--- src/rtl/neuai_led_7seg_scan_ctrl_pkg.sv ---
// Shared types and constants for the 7-seg scan controller.
package neuai_led_7seg_scan_ctrl_pkg;

  typedef enum logic [1:0] {
    S_OFF   = 2'd0,
    S_SHOW  = 2'd1,
    S_BLANK = 2'd2
  } state_t;

  // One register-bank entry: {en, dp, val}
  typedef struct packed {
    logic       en;
    logic       dp;
    logic [3:0] val;
  } digit_t;

  localparam logic [7:0] SEG_OFF   = 8'h00;
  localparam int         WR_EN_BIT = 5;
  localparam int         WR_DP_BIT = 4;

  function automatic int max2(input int a, input int b);
    return (a > b) ? a : b;
  endfunction

endpackage

--- src/rtl/neuai_led_7seg_scan_ctrl_if.sv ---
// Host-side bus: scan enable, shadow-bank writes, commit handshake, frame pulse.
interface neuai_led_7seg_scan_ctrl_if;
  logic       scan_en;
  logic       wr_en;
  logic [2:0] wr_addr;
  logic [5:0] wr_data;
  logic       commit;
  logic       busy;
  logic       frame_done;

  modport master (output scan_en, wr_en, wr_addr, wr_data, commit,
                  input  busy, frame_done);
  modport slave  (input  scan_en, wr_en, wr_addr, wr_data, commit,
                  output busy, frame_done);
endinterface

--- src/rtl/neuai_hex_to_7seg.sv ---
// Combinational hex nibble to 7-segment (gfedcba, active-high) decoder.
module neuai_hex_to_7seg (
  input  logic [3:0] hex,
  output logic [6:0] seg
);
  // Lookup of the standard hex glyph set
  always_comb begin
    seg = 7'h00;
    case (hex)
      4'h0: seg = 7'h3F;
      4'h1: seg = 7'h06;
      4'h2: seg = 7'h5B;
      4'h3: seg = 7'h4F;
      4'h4: seg = 7'h66;
      4'h5: seg = 7'h6D;
      4'h6: seg = 7'h7D;
      4'h7: seg = 7'h07;
      4'h8: seg = 7'h7F;
      4'h9: seg = 7'h6F;
      4'hA: seg = 7'h77;
      4'hB: seg = 7'h7C;
      4'hC: seg = 7'h39;
      4'hD: seg = 7'h5E;
      4'hE: seg = 7'h79;
      4'hF: seg = 7'h71;
      default: seg = 7'h00;
    endcase
  end
endmodule

--- src/rtl/neuai_led_7seg_scan_ctrl.sv ---
// Time-multiplexed N-digit 7-seg scan controller with shadow/active banks
// that swap only at a frame boundary, plus a blanking gap between digits.
module neuai_led_7seg_scan_ctrl
  import neuai_led_7seg_scan_ctrl_pkg::*;
#(
  parameter int DIGITS     = 4,
  parameter int SCAN_DIV   = 50000,
  parameter int BLANK_CYC  = 500,
  parameter bit DIG_ACT_LO = 1'b1
) (
  input  logic                        clk,
  input  logic                        rst,
  neuai_led_7seg_scan_ctrl_if.slave   bus,
  output logic [7:0]                  led_7seg,
  output logic [DIGITS-1:0]           dig_out
);

  localparam int CW = (max2(SCAN_DIV, BLANK_CYC) > 2) ? $clog2(max2(SCAN_DIV, BLANK_CYC)) : 1;
  localparam int IW = $clog2(DIGITS);
  localparam logic [DIGITS-1:0] DIG_OFF = {DIGITS{DIG_ACT_LO}};

  state_t            state, nstate;
  logic [IW-1:0]     idx, nidx;
  logic [CW-1:0]     cnt, ncnt;
  logic              wrap;
  digit_t            shadow [DIGITS];
  digit_t            active [DIGITS];
  digit_t            wd, cur;
  logic              busy_q, fd_q, copy;
  logic [6:0]        hex_seg;
  logic [DIGITS-1:0] sel;

  assign wd = '{en: bus.wr_data[WR_EN_BIT], dp: bus.wr_data[WR_DP_BIT], val: bus.wr_data[3:0]};

  // Copy fires on the frame_done cycle, or immediately while the scan is off.
  // The outputs sample the shadow value on that edge so the new frame's first
  // digit already shows the committed data.
  assign copy = (busy_q | bus.commit) & (fd_q | (state == S_OFF));
  assign cur  = copy ? shadow[idx] : active[idx];
  assign sel  = {{(DIGITS-1){1'b0}}, 1'b1} << idx;

  assign bus.busy       = busy_q;
  assign bus.frame_done = fd_q;

  neuai_hex_to_7seg u_hex (.hex(cur.val), .seg(hex_seg));

  // Scan FSM state, digit index and dwell counter
  always_ff @(posedge clk) begin
    if (!rst) begin
      state <= S_OFF;
      idx   <= '0;
      cnt   <= '0;
    end else begin
      state <= nstate;
      idx   <= nidx;
      cnt   <= ncnt;
    end
  end

  // Next-state: show for SCAN_DIV, blank for BLANK_CYC, advance/wrap index
  always_comb begin
    nstate = state;
    nidx   = idx;
    ncnt   = cnt;
    wrap   = 1'b0;
    if (!bus.scan_en) begin
      nstate = S_OFF;
      nidx   = '0;
      ncnt   = '0;
    end else begin
      case (state)
        S_OFF: begin
          nstate = S_SHOW;
          nidx   = '0;
          ncnt   = '0;
        end
        S_SHOW: begin
          if (cnt == CW'(SCAN_DIV - 1)) begin
            nstate = S_BLANK;
            ncnt   = '0;
          end else begin
            ncnt = cnt + 1'b1;
          end
        end
        S_BLANK: begin
          if (cnt == CW'(BLANK_CYC - 1)) begin
            nstate = S_SHOW;
            ncnt   = '0;
            if (idx == IW'(DIGITS - 1)) begin
              nidx = '0;
              wrap = 1'b1;
            end else begin
              nidx = idx + 1'b1;
            end
          end else begin
            ncnt = cnt + 1'b1;
          end
        end
        default: begin
          nstate = S_OFF;
          nidx   = '0;
          ncnt   = '0;
        end
      endcase
    end
  end

  // Register banks, commit tracking and frame pulse
  always_ff @(posedge clk) begin
    if (!rst) begin
      busy_q <= 1'b0;
      fd_q   <= 1'b0;
      for (int i = 0; i < DIGITS; i++) begin
        shadow[i] <= '0;
        active[i] <= '0;
      end
    end else begin
      fd_q   <= wrap;
      busy_q <= (busy_q | bus.commit) & ~copy;
      if (copy)
        for (int i = 0; i < DIGITS; i++) active[i] <= shadow[i];
      if (bus.wr_en && ({1'b0, bus.wr_addr} < 4'(DIGITS)))
        shadow[bus.wr_addr[IW-1:0]] <= wd;
    end
  end

  // Registered pin drivers; scan_en low blanks on the very next cycle
  always_ff @(posedge clk) begin
    if (!rst) begin
      led_7seg <= SEG_OFF;
      dig_out  <= DIG_OFF;
    end else if (bus.scan_en && state == S_SHOW) begin
      led_7seg <= cur.en ? {cur.dp, hex_seg} : SEG_OFF;
      dig_out  <= DIG_ACT_LO ? ~sel : sel;
    end else begin
      led_7seg <= SEG_OFF;
      dig_out  <= DIG_OFF;
    end
  end

endmodule

--- src/flat_wrapper.sv ---
// flat-port wrapper written by rule: the top's interface ports become plain ports
module neuai_led_7seg_scan_ctrl_flat import neuai_led_7seg_scan_ctrl_pkg::*;
#(
  parameter int DIGITS     = 4,
  parameter int SCAN_DIV   = 50000,
  parameter int BLANK_CYC  = 500,
  parameter bit DIG_ACT_LO = 1'b1
)
  (clk, rst, led_7seg, dig_out, bus_scan_en, bus_wr_en, bus_wr_addr, bus_wr_data, bus_commit, bus_busy, bus_frame_done);
  neuai_led_7seg_scan_ctrl_if bus_i ();
  input  logic clk;
  input  logic rst;
  output logic [7:0] led_7seg;
  output logic [DIGITS-1:0] dig_out;
  input wire logic [$bits(bus_i.scan_en)-1:0] bus_scan_en;
  input wire logic [$bits(bus_i.wr_en)-1:0] bus_wr_en;
  input wire logic [$bits(bus_i.wr_addr)-1:0] bus_wr_addr;
  input wire logic [$bits(bus_i.wr_data)-1:0] bus_wr_data;
  input wire logic [$bits(bus_i.commit)-1:0] bus_commit;
  output wire logic [$bits(bus_i.busy)-1:0] bus_busy;
  output wire logic [$bits(bus_i.frame_done)-1:0] bus_frame_done;
  assign bus_i.scan_en = bus_scan_en;
  assign bus_i.wr_en = bus_wr_en;
  assign bus_i.wr_addr = bus_wr_addr;
  assign bus_i.wr_data = bus_wr_data;
  assign bus_i.commit = bus_commit;
  assign bus_busy = bus_i.busy;
  assign bus_frame_done = bus_i.frame_done;
  neuai_led_7seg_scan_ctrl #(.DIGITS(DIGITS), .SCAN_DIV(SCAN_DIV), .BLANK_CYC(BLANK_CYC), .DIG_ACT_LO(DIG_ACT_LO)) u_core (.clk(clk), .rst(rst), .bus(bus_i), .led_7seg(led_7seg), .dig_out(dig_out));
endmodule
--- config.mk ---
export PLATFORM = sky130hd
export DESIGN_NAME = neuai_led_7seg_scan_ctrl_flat
export DESIGN_NICKNAME = d
export VERILOG_FILES = /design/src/rtl/neuai_led_7seg_scan_ctrl_pkg.sv /design/src/rtl/neuai_led_7seg_scan_ctrl_if.sv /design/src/rtl/neuai_hex_to_7seg.sv /design/src/rtl/neuai_led_7seg_scan_ctrl.sv /design/src/flat_wrapper.sv
export SDC_FILE = /design/constraint.sdc
export NUM_CORES = 1
export LEC_CHECK = 0
export CAP_MARGIN = 10
export CORE_ASPECT_RATIO = 1.5
export CORE_MARGIN = 8
export CORE_UTILIZATION = 41
export CTS_BUF_LIST = sky130_fd_sc_hd__clkbuf_4
export CTS_CLUSTER_DIAMETER = 150
export CTS_CLUSTER_SIZE = 24
export DETAILED_ROUTE_END_ITERATION = 12
export HOLD_SLACK_MARGIN = 0.02
export SLEW_MARGIN = 20
export SYNTH_ARGS = -nofsm -noshare
export SYNTH_HDL_FRONTEND = slang
export SYNTH_SLANG_ARGS = --single-unit
--- constraint.sdc ---
create_clock -name clk -period 7.6 [get_ports clk]
set_input_delay 1.52 -clock clk [delete_from_list [all_inputs] [get_ports clk]]
set_output_delay 1.52 -clock clk [all_outputs]
set_load 0.01 [all_outputs]
# --- Yosys cells after proc, flatten, opt, wreduce, memory -nomap -nowiden ---
# Memories as Yosys holds them, arrays and structs flattened. A register that Yosys moved wholly into a read port is not among the register bits.
# Index checks and enable logic that the tools add are counted.
op_classes:
  n_reduce_logical: 11
  bitwise: 11
  n_mux: 29
  eq_ne: 7
  shifts: 1
  n_lt_le_gt_ge: 1
  n_addsub: 2
op_table:
  columns: ["operator", "n"]
  rows:
  - ["$mux W6", 6]
  - ["$mux W16", 2]
  - ["$pmux W16 S2", 1]
  - ["$mux W2", 9]
  - ["$add A16 B1 Y16 const B", 1]
  - ["$eq A16 B16 Y1 const B", 1]
  - ["$eq A16 B9 Y1 const B", 1]
  - ["$mux W1", 9]
  - ["$reduce_and A2 Y1", 4]
  - ["$or A1 B1 Y1", 6]
  - ["$pmux W2 S3", 1]
  - ["$reduce_or A6 Y1", 1]
  - ["$eq A2 B2 Y1 const B", 2]
  - ["$ne A2 B1 Y1 const B", 2]
  - ["$not A4 Y4", 1]
  - ["$pmux W2 S2", 1]
  - ["$reduce_and A4 Y1", 1]
  - ["$shl A1 B2 Y4 const A", 1]
  - ["$lt A3 B3 Y1 const B", 1]
  - ["$reduce_and A3 Y1", 1]
  - ["$add A2 B1 Y2 const B", 1]
  - ["$and A1 B1 Y1", 2]
  - ["$eq A2 B1 Y1 const B", 1]
  - ["$logic_and A1 B1 Y1", 2]
  - ["other kinds (3)", 4]
totals:
  register_bits: 34
  out_inout_bits: 14
  n_memories: 3
  word_cells: 72
  inputBits: 14
  ramBits: 48
  mem_bits_ro: 112
memory_table:
  columns: ["name", "words", "word_bits", "read_ports", "rd_clocked_by_memory_dff", "wr", "line", "text"]
  rows:
  - ["(name not given)", 16, 7, 1, 1, 0, "neuai_hex_to_7seg.sv:9", "case (hex)"]
  - ["u_core.active", 4, 6, 1, 1, 4, "neuai_led_7seg_scan_ctrl.sv:27", "digit_t active [DIGITS];"]
  - ["u_core.shadow", 4, 6, 5, 1, 4, "neuai_led_7seg_scan_ctrl.sv:26", "digit_t shadow [DIGITS];"]

# --- Logic depth before layout (Yosys ltp) ---
# Gate-level depths: netlist of run 1.
depth:
  depth_word: 7
  mapped_depth: 9
  mapped_depth_nobuf: 9

# --- Modules after synthesis ---
# A second synthesis of run 1 with hierarchy kept.
hier_totals:
  hier_cells: 317
  area_unflattened_um2: 3937.5
modules_own_cells:
  columns: ["mod", "area_each_um2", "cells_per_inst", "n_inst"]
  rows:
  - ["neuai_led_7seg_scan_ctrl", 3649.8, 284, 1]
  - ["neuai_hex_to_7seg", 287.8, 33, 1]

# --- Worst setup path before layout of run 1 ---
# No wires, ideal clock.
synth_timing:
  path_type: "input-to-reg"
  start: "in bus_commit"
  end: "reg u_core.led_7seg[3]"
  setup_time_ns: 0.065
  arrival_time_ns: 3.255
  n_path_buf: 0
  setup_slack_ns: 4.280
  path_stages: 7
  cell_sequence: "o22ai_4 -> mux2i_1 -> inv_1 -> ha_1 -> inv_1 -> mux4_1 -> nor2_1"
synth_between:
  elab_chain_len: 5
synth_lines:
  columns: ["item", "line", "text"]
  rows:
  - ["from (decl)", "flat_wrapper.sv:19", "input wire logic [$bits(bus_i.commit)-1:0] bus_commit;"]
  - ["$or A1 B1 Y1 (*)", "neuai_led_7seg_scan_ctrl.sv:38", "assign copy = (busy_q | bus.commit) & (fd_q | (state == S_OFF));"]
  - ["$and A1 B1 Y1 (*)", "neuai_led_7seg_scan_ctrl.sv:38", null]
  - ["$mux W6 (*)", "neuai_led_7seg_scan_ctrl.sv:39", "assign cur = copy ? shadow[idx] : active[idx];"]
  - ["$reduce_and A3 Y1 (no source line)", null, null]
  - ["$logic_not A1 Y1 (no source line)", null, null]
  - ["to (decl)", "neuai_led_7seg_scan_ctrl.sv:14", "output logic [7:0] led_7seg,"]
# Every way passes the cells marked *; elsewhere a longest branch is shown, timed or not.
# A chain may end at the register's enable or synchronous reset.

# --- Final worst setup path of run 1 ---
# Ends and elaborated chain as after synthesis.

==> summary.txt, run 1 <==
Cells and area
  – Fillcell total: roughly 850
  – Final Net Count: between 300 and 400
  – Area delta synth->final: 12.0%
  – Finished Core Util: 0.472
  – Post-Layout Cell Count: between 400 and 500
  – Fraction of layout cells with a size suffix above 1: 0.0843

Yosys
  – Synth area leader: edfxtp_1
  – Adder-Cell Fraction of Synth Area: 0.0513
  – Synth async-reset ratio: 0
  – Post-Synth XOR/XNOR Area: 0.0337
  – Post-synthesis mux area share: 0.105
  – Synth area leaders: edfxtp_1 37%, dfxtp_1 18%, and2_1 7.9%
  – Yosys top cell area share: 0.370
  – Yosys Warn Count: 0
  – Post-synthesis sequential area ratio: 0.555
  – Syn_nets: ~340
  – Mean Syn Cell Area: about 13 um2
  – Cell variety after synth: 45
  – Number of synthesized flops with an enable pin: 48
  – Largest family of logic cells by synthesized area: simple AND/OR/NAND/NOR gates
  – Post-Synth Simple-Gate Area: 0.191
  – Mapped cell area: 3900 um2
  – Compound-Gate Fraction of Synth Area: 0.0385
  – Syn Inst Count: 309
  – Seq cells post-synth: 84
  – Synth Flop Type: edfxtp_1

Critical path
  – CP Max Fanout: 7
  – CP arrival: slightly below 4000 ps
  – Req. time, crit path: 7970 ps
  – Slowest Stage Delay on Critical Path: ~550 ps
  – CP dominant cell by count: inv_1
  – CP startpoint kind: input port
  – Kind of critical path: in -> reg
  – Slowest-stage cell, CP: mux2i_1
  – Crit end category: flop
  – Cell chain of the critical path: clkdlybuf4s50_1, o22ai_4, mux2i_1, inv_1, ha_1, inv_1, mux4_1, nor2_1

Clocking
  – Number of setup buffers added after CTS: 0
  – Cts hold-fix bufs: 0
  – Clock Latency Late Sink: approximately 420 ps
  – CTS HTree Levels: 3
  – CTS clk-pin slew, worst paths: 130 ps
  – CTS sink cnt: 84
  – Cts bufs inserted: 9
  – CTS tree: done
  – Clock Path Buffers: 2
  – Post-CTS sizing: 0
  – Root Driver: clkbuf_4

Placement
  – Pre-CTS setup slack: between 3000 and 4000 ps
  – Placed cell count: 440
  – Hpwl dp: around 4.9 mm
  – Port Buf Inserts: 27
  – GPL Wtd Cong: ~0.76

Floorplanning
  – Starting Density: 0.421
  – Die area: around 13000 um2
  – Core outline area: ~9300 um2
  – IO Count: 28
  – Die W: between 90 and 100 um
  – Die Ht: 135 um
  – Std-Cell Rows: between 40 and 50

Drt
  – Final wirelength: around 6.7 mm
  – Vias: 2302
  – Via density: ~5
  – Starting DRT DRC Count: 124
  – DR WL/cell: 14.7 um
  – DRC viols: 0
  – DRT antenna net count: 0
  – DRT Pass-1 Iters: 4

Global route
  – Pin count of the biggest net entering global routing: 25
  – Initial antenna violation count: 1
  – Vias in the first global route: approximately 2300
  – Total track usage: 0.114
  – Total grt overflow: 0
  – First-pass GRT wire length: between 10 and 15 mm

Timing
  – RSZ-0062 raised after global routing: no
  – Fin crit period: 3610 ps
  – Final Hold Violating Endpoints: 0
  – Max frequency: between 200 and 300 MHz
  – Slew at the pin closest to its max-slew limit: 960 ps
  – Final period util: 0.475
  – Clock skew: 15.8 ps
  – Post-route setup slack: 3990 ps
  – Relative slew slack: 0.359
  – Max Slew Vio Count: 0
  – Total negative slack: 0 ps
  – Final setup viols: 0

Hold path
  – Hold WC Path Type: reg -> reg

Power and ir drop
  – PD cells: roughly 180 nW/um2
  – Lkg Pwr: 1.54 nW
  – Max VDD drop: around 0.000096 V

Job
  – Max-cap viol count: 0

Run status
  – Status: complete, no violations
-- flip-flops by register name, indices dropped and copies added (netlist names), named ones only --
register,flops
u_core.active,24
u_core.shadow,24
u_core.cnt,16
u_core.led_7seg,8
u_core.dig_out,4
u_core.idx,2
u_core.state,2
u_core.bus.busy,1
u_core.bus.frame_done,1
-- stage by stage --
stage	area, um2	hold WS (ps)	power (mW)
6_report	4370	477	0.800
5_1_grt	4370	506	0.838
4_1_cts	4360	482	0.811
3_5_place_dp	4250	456	0.591
3_3_place_gp	4250	447	0.588
2_1_floorplan	3900	426	0.569
-- worst max-delay path, delay by kind of cell --
kind | cells | cell delay (ps)
multiplexers | 2 | 1000
buffers and inverters | 3 | 680
AO/OA/AOI/OAI | 1 | 370
adder cells (fa/ha/maj) | 1 | 330
AND/OR/NAND/NOR | 1 | 90
-- power by group --
| part | leakage, nW | internal (mW) | total (mW) | switching (mW) |
|---|---|---|---|---|
| combinational | 0.695 | 0.0333 | 0.0698 | 0.0365 |
| sequential | 0.783 | 0.503 | 0.510 | 0.00699 |
| clock | 0.0601 | 0.0756 | 0.220 | 0.145 |
-- logic make-up after synthesis --
logic type	Yosys count
buffers and inverters	20
muxes	21
DFF	84
AOI/OAI and AO/OA	19
xor gates and xnor gates	15
and+or+nand+nor	134
adders and majority gates	16
-- per-layer routing --
layer / track usage / part of all wire / vias to the layer above
met5: 0 / 0 / -
met4: 0.0549 / 0.017 / 0
met3: 0.0339 / 0.034 / 8
met2: 0.181 / 0.49 / 30
met1: 0.138 / 0.46 / 1095
li1: - / - / 1169
-- synth_stat cells (all sizes together), types with 6 or more instances --
cell type and n:
edfxtp 48, and2 49, inv 12, xor2 6, nor2 31, xnor2 9, nand2 13, mux4 13
dfxtp 36, ha 16, nand3 9
-- cells in the final DEF (no fill, tap or decap), drive strengths merged, types with 3 or more instances in the layout --
cell type	count
and2	49
clkinv	3
clkbuf	12
edfxtp	48
ha	16
nand2	13
mux2	5
nor3b	3
xnor2	9
a21oi	4
nor3	4
mux4	13
o21ai	5
nand2b	4
nand4	4
nor4	4
clkdlybuf4s50	27
a221oi	4
dfxtp	36
inv	12
mux2i	3
nor2	31
nand3	9
xor2	6
-- worst paths after layout --
| kind | start | endpoint | slack (ps) | depth (start not counted) |
|---|---|---|---|---|
| worst max register to register | flop | u_core.led_7seg[3] | 4490 | 7 |
| worst min register to register | u_core.cnt[0] | u_core.cnt[0] | 480 | 1 |
| worst min-delay path | u_core.cnt[0] | u_core.cnt[0] | 480 | 1 |
| worst max-delay path | bus_commit | u_core.led_7seg[3] | 3990 | 8 |
-- cell type report --
| type | instances | area (um2) | share of cell area |
|---|---|---|---|
| Clock inverter | 4 | 18.8 | 0.00430 |
| Timing Repair Buffer | 27 | 270 | 0.0619 |
| Antenna cell | 1 | 2.50 | 0.000573 |
| Sequential cell | 84 | 2160 | 0.495 |
| Tap cell | 112 | 140 | 0.0321 |
| Inverter | 12 | 45.0 | 0.0103 |
| Multi-Input combinational cell | 205 | 1640 | 0.375 |
| Clock buffer | 12 | 90.1 | 0.0206 |
Power figures use the tool's default switching activity.
==> inputs of run 2 (changes only) <==
==> constraint.sdc (replaced) <==
create_clock -name clk -period 3.2 [get_ports clk]
set_input_delay 0.64 -clock clk [delete_from_list [all_inputs] [get_ports clk]]
set_output_delay 0.64 -clock clk [all_outputs]
set_load 0.01 [all_outputs]
==> summary.txt, run 2 (synthesis gave the netlist of run 1 again) <==
Critical path
  – Crit end category: flop
  – CP Max Fanout: 8 (+1)
  – Slowest-stage cell, CP: dfxtp_1
  – Slowest Stage Delay on Critical Path: 670 ps (+120 ps)
  – Kind of critical path: reg -> reg
  – CP arrival: 2910 ps (-1070 ps)
  – Req. time, crit path: 3570 ps (-4400 ps)
  – Cell chain of the critical path: mux4_2, mux2_2, ha_1, inv_1, mux4_1, nor2_1
  – CP startpoint kind: flop

Cells and area
  – Fillcell total: 852 (-0.12%)
  – Design Area, Final: 4470 um2 (+2.3%)
  – Most common cell after layout, fill and taps aside: and2_1
  – Regs by FF count: u_core.active x24, u_core.shadow x24, u_core.cnt x16
  – FF/Latch Area: 2160 um2 (unchanged)
  – Multi-input gate area: 1640 um2 (-0.15%)
  – Commonest non-fill, non-tap cells in the layout: 49 x and2_1, 48 x edfxtp_1, 36 x dfxtp_1, 31 x nor2_1, 27 x clkdlybuf4s50_1
  – Fraction of layout cells with a size suffix above 1: 0.115 (+0.0312)
  – Area delta synth->final: 14.7%
  – Final Net Count: 380 (+3.0%)

Global route
  – Vias in the first global route: 2393 (+3.7%)
  – Total track usage: 0.120 (+0.00551)
  – First-pass GRT wire length: 11.9 mm (+4.4%)
  – Total grt overflow: 0 (unchanged)
  – Initial antenna violation count: 1 (unchanged)
  – Pin count of the biggest net entering global routing: 25 (unchanged)

Floorplanning
  – Die Ht: 135 um (unchanged)
  – Die W: 95.6 um (unchanged)
  – IO Count: 28 (unchanged)
  – Die area: 12900 um2 (unchanged)
  – Starting Density: 0.421 (unchanged)
  – Core outline area: 9250 um2 (unchanged)
  – Std-Cell Rows: 43 (unchanged)

Timing
  – Fin crit period: 2540 ps
  – RSZ-0062 raised after global routing: no
  – Final Hold Violating Endpoints: 0 (unchanged)
  – Final period util: 0.794
  – Max Slew Vio Count: 0 (unchanged)
  – Total negative slack: 0 ps (unchanged)
  – Slew at the pin closest to its max-slew limit: 689 ps (-270 ps)
  – Relative slew slack: 0.540 (+0.182)
  – Final setup viols: 0 (unchanged)
  – Max frequency: 394 MHz
  – Clock skew: 15.6 ps (-0.158 ps)

Drt
  – Vias: 2368 (+2.9%)
  – DRT antenna net count: 0 (unchanged)
  – Via density: 5.06 (+0.45%)
  – DR WL/cell: 15.0 um (+1.6%)
  – Final wirelength: 7.00 mm (+4.0%)
  – DRT Pass-1 Iters: 4 (unchanged)
  – Starting DRT DRC Count: 136 (+9.7%)
  – DRC viols: 0 (unchanged)

Clocking
  – CTS clk-pin slew, worst paths: 130 ps (about the same)
  – CTS sink cnt: 84 (unchanged)
  – Post-CTS sizing: 0 (unchanged)
  – Cts hold-fix bufs: 0 (unchanged)
  – CTS tree: done
  – Number of setup buffers added after CTS: 0 (unchanged)
  – Clock Latency Late Sink: 430 ps (about the same)
  – CTS HTree Levels: 3 (unchanged)
  – Root Driver: clkbuf_4
  – Cts bufs inserted: 9 (unchanged)
  – Clock Path Buffers: 2 (unchanged)

Power and ir drop
  – Max VDD drop: 0.000237 V (+150%)
  – Lkg Pwr: 1.61 nW (+4.6%)
  – PD cells: 443 nW/um2 (+140%)

Placement
  – Hpwl dp: 5.15 mm (+5.1%)
  – Port Buf Inserts: 27 (unchanged)
  – GPL Wtd Cong: 0.746 (-2.0%)
  – Area post-placement: 4340 um2 (+1.9%)

Run status
  – Status: complete, no violations

Hold path
  – Hold WC Path Type: reg -> reg

Job
  – Max-cap viol count: 0 (unchanged)
[run 2: changes by cell type in the layout (fill, tap and decap cells not counted), sizes merged]
cell	previous run	this run
buf	0	11
bufinv	0	1
clkbuf	12	10
clkinv	3	4
[run 2: layout make-up]
| type | count | area share |
|---|---|---|
| clock buffer | 10 | 0.0168 |
| sequential | 84 | 0.484 |
| inverter | 12 | 0.0101 |
| tap | 112 | 0.0313 |
| clock inverter | 6 | 0.0126 |
| antenna | 1 | 0.000560 |
| multi-input combinational | 205 | 0.366 |
| timing repair buffer | 38 | 0.0789 |
[run 2: worst max-delay path, delay by kind of cell (launching register included)]
family                     cells  cell delay (ps)
muxes                          3             1360
buffers and inverters          1               40
and+or+nand+nor                1               90
DFF                            1              670
adders and majority gates      1              320
[run 2: metal layers]
layer,routed length [um],part of all wire,vias to the layer above,global-route usage
met2,3610,0.52,28,0.197
met1,3030,0.43,1135,0.140
met3,238,0.034,11,0.0294
met5,0,0,-,0
li1,-,-,1194,-
met4,125,0.018,0,0.0618
[run 2: final timing paths]
check                                    from                 end  slack, ps  cells past startpoint
worst max-delay path                     flop  u_core.led_7seg[3]        660                      6
worst min-delay path            u_core.cnt[0]       u_core.cnt[0]        470                      1
worst max register to register           flop  u_core.led_7seg[3]        660                      6
worst min register to register  u_core.cnt[0]       u_core.cnt[0]        470                      1
[run 2: power by group]
| group | switching, mW | leakage, nW | total (mW) | internal, mW |
|---|---|---|---|---|
| Sequential | 0.0168 | 0.783 | 1.21 | 1.19 |
| Combinational | 0.0890 | 0.752 | 0.175 | 0.0861 |
| Clock | 0.356 | 0.0736 | 0.597 | 0.241 |
| Total | 0.462 | 1.61 | 1.98 | 1.52 |
[run 2: per-stage QoR]
step	hold WS [ps]	worst slack, ps	cells	utilization	power [mW]
after floorplan	426	675	309	-	1.35
after global placement	444	397	451	0.469	1.40
after detailed placement	450	370	451	0.469	1.41
after CTS	476	607	467	0.483	2.01
after global routing	516	447	468	0.483	2.08
final	470	661	468	0.483	1.98
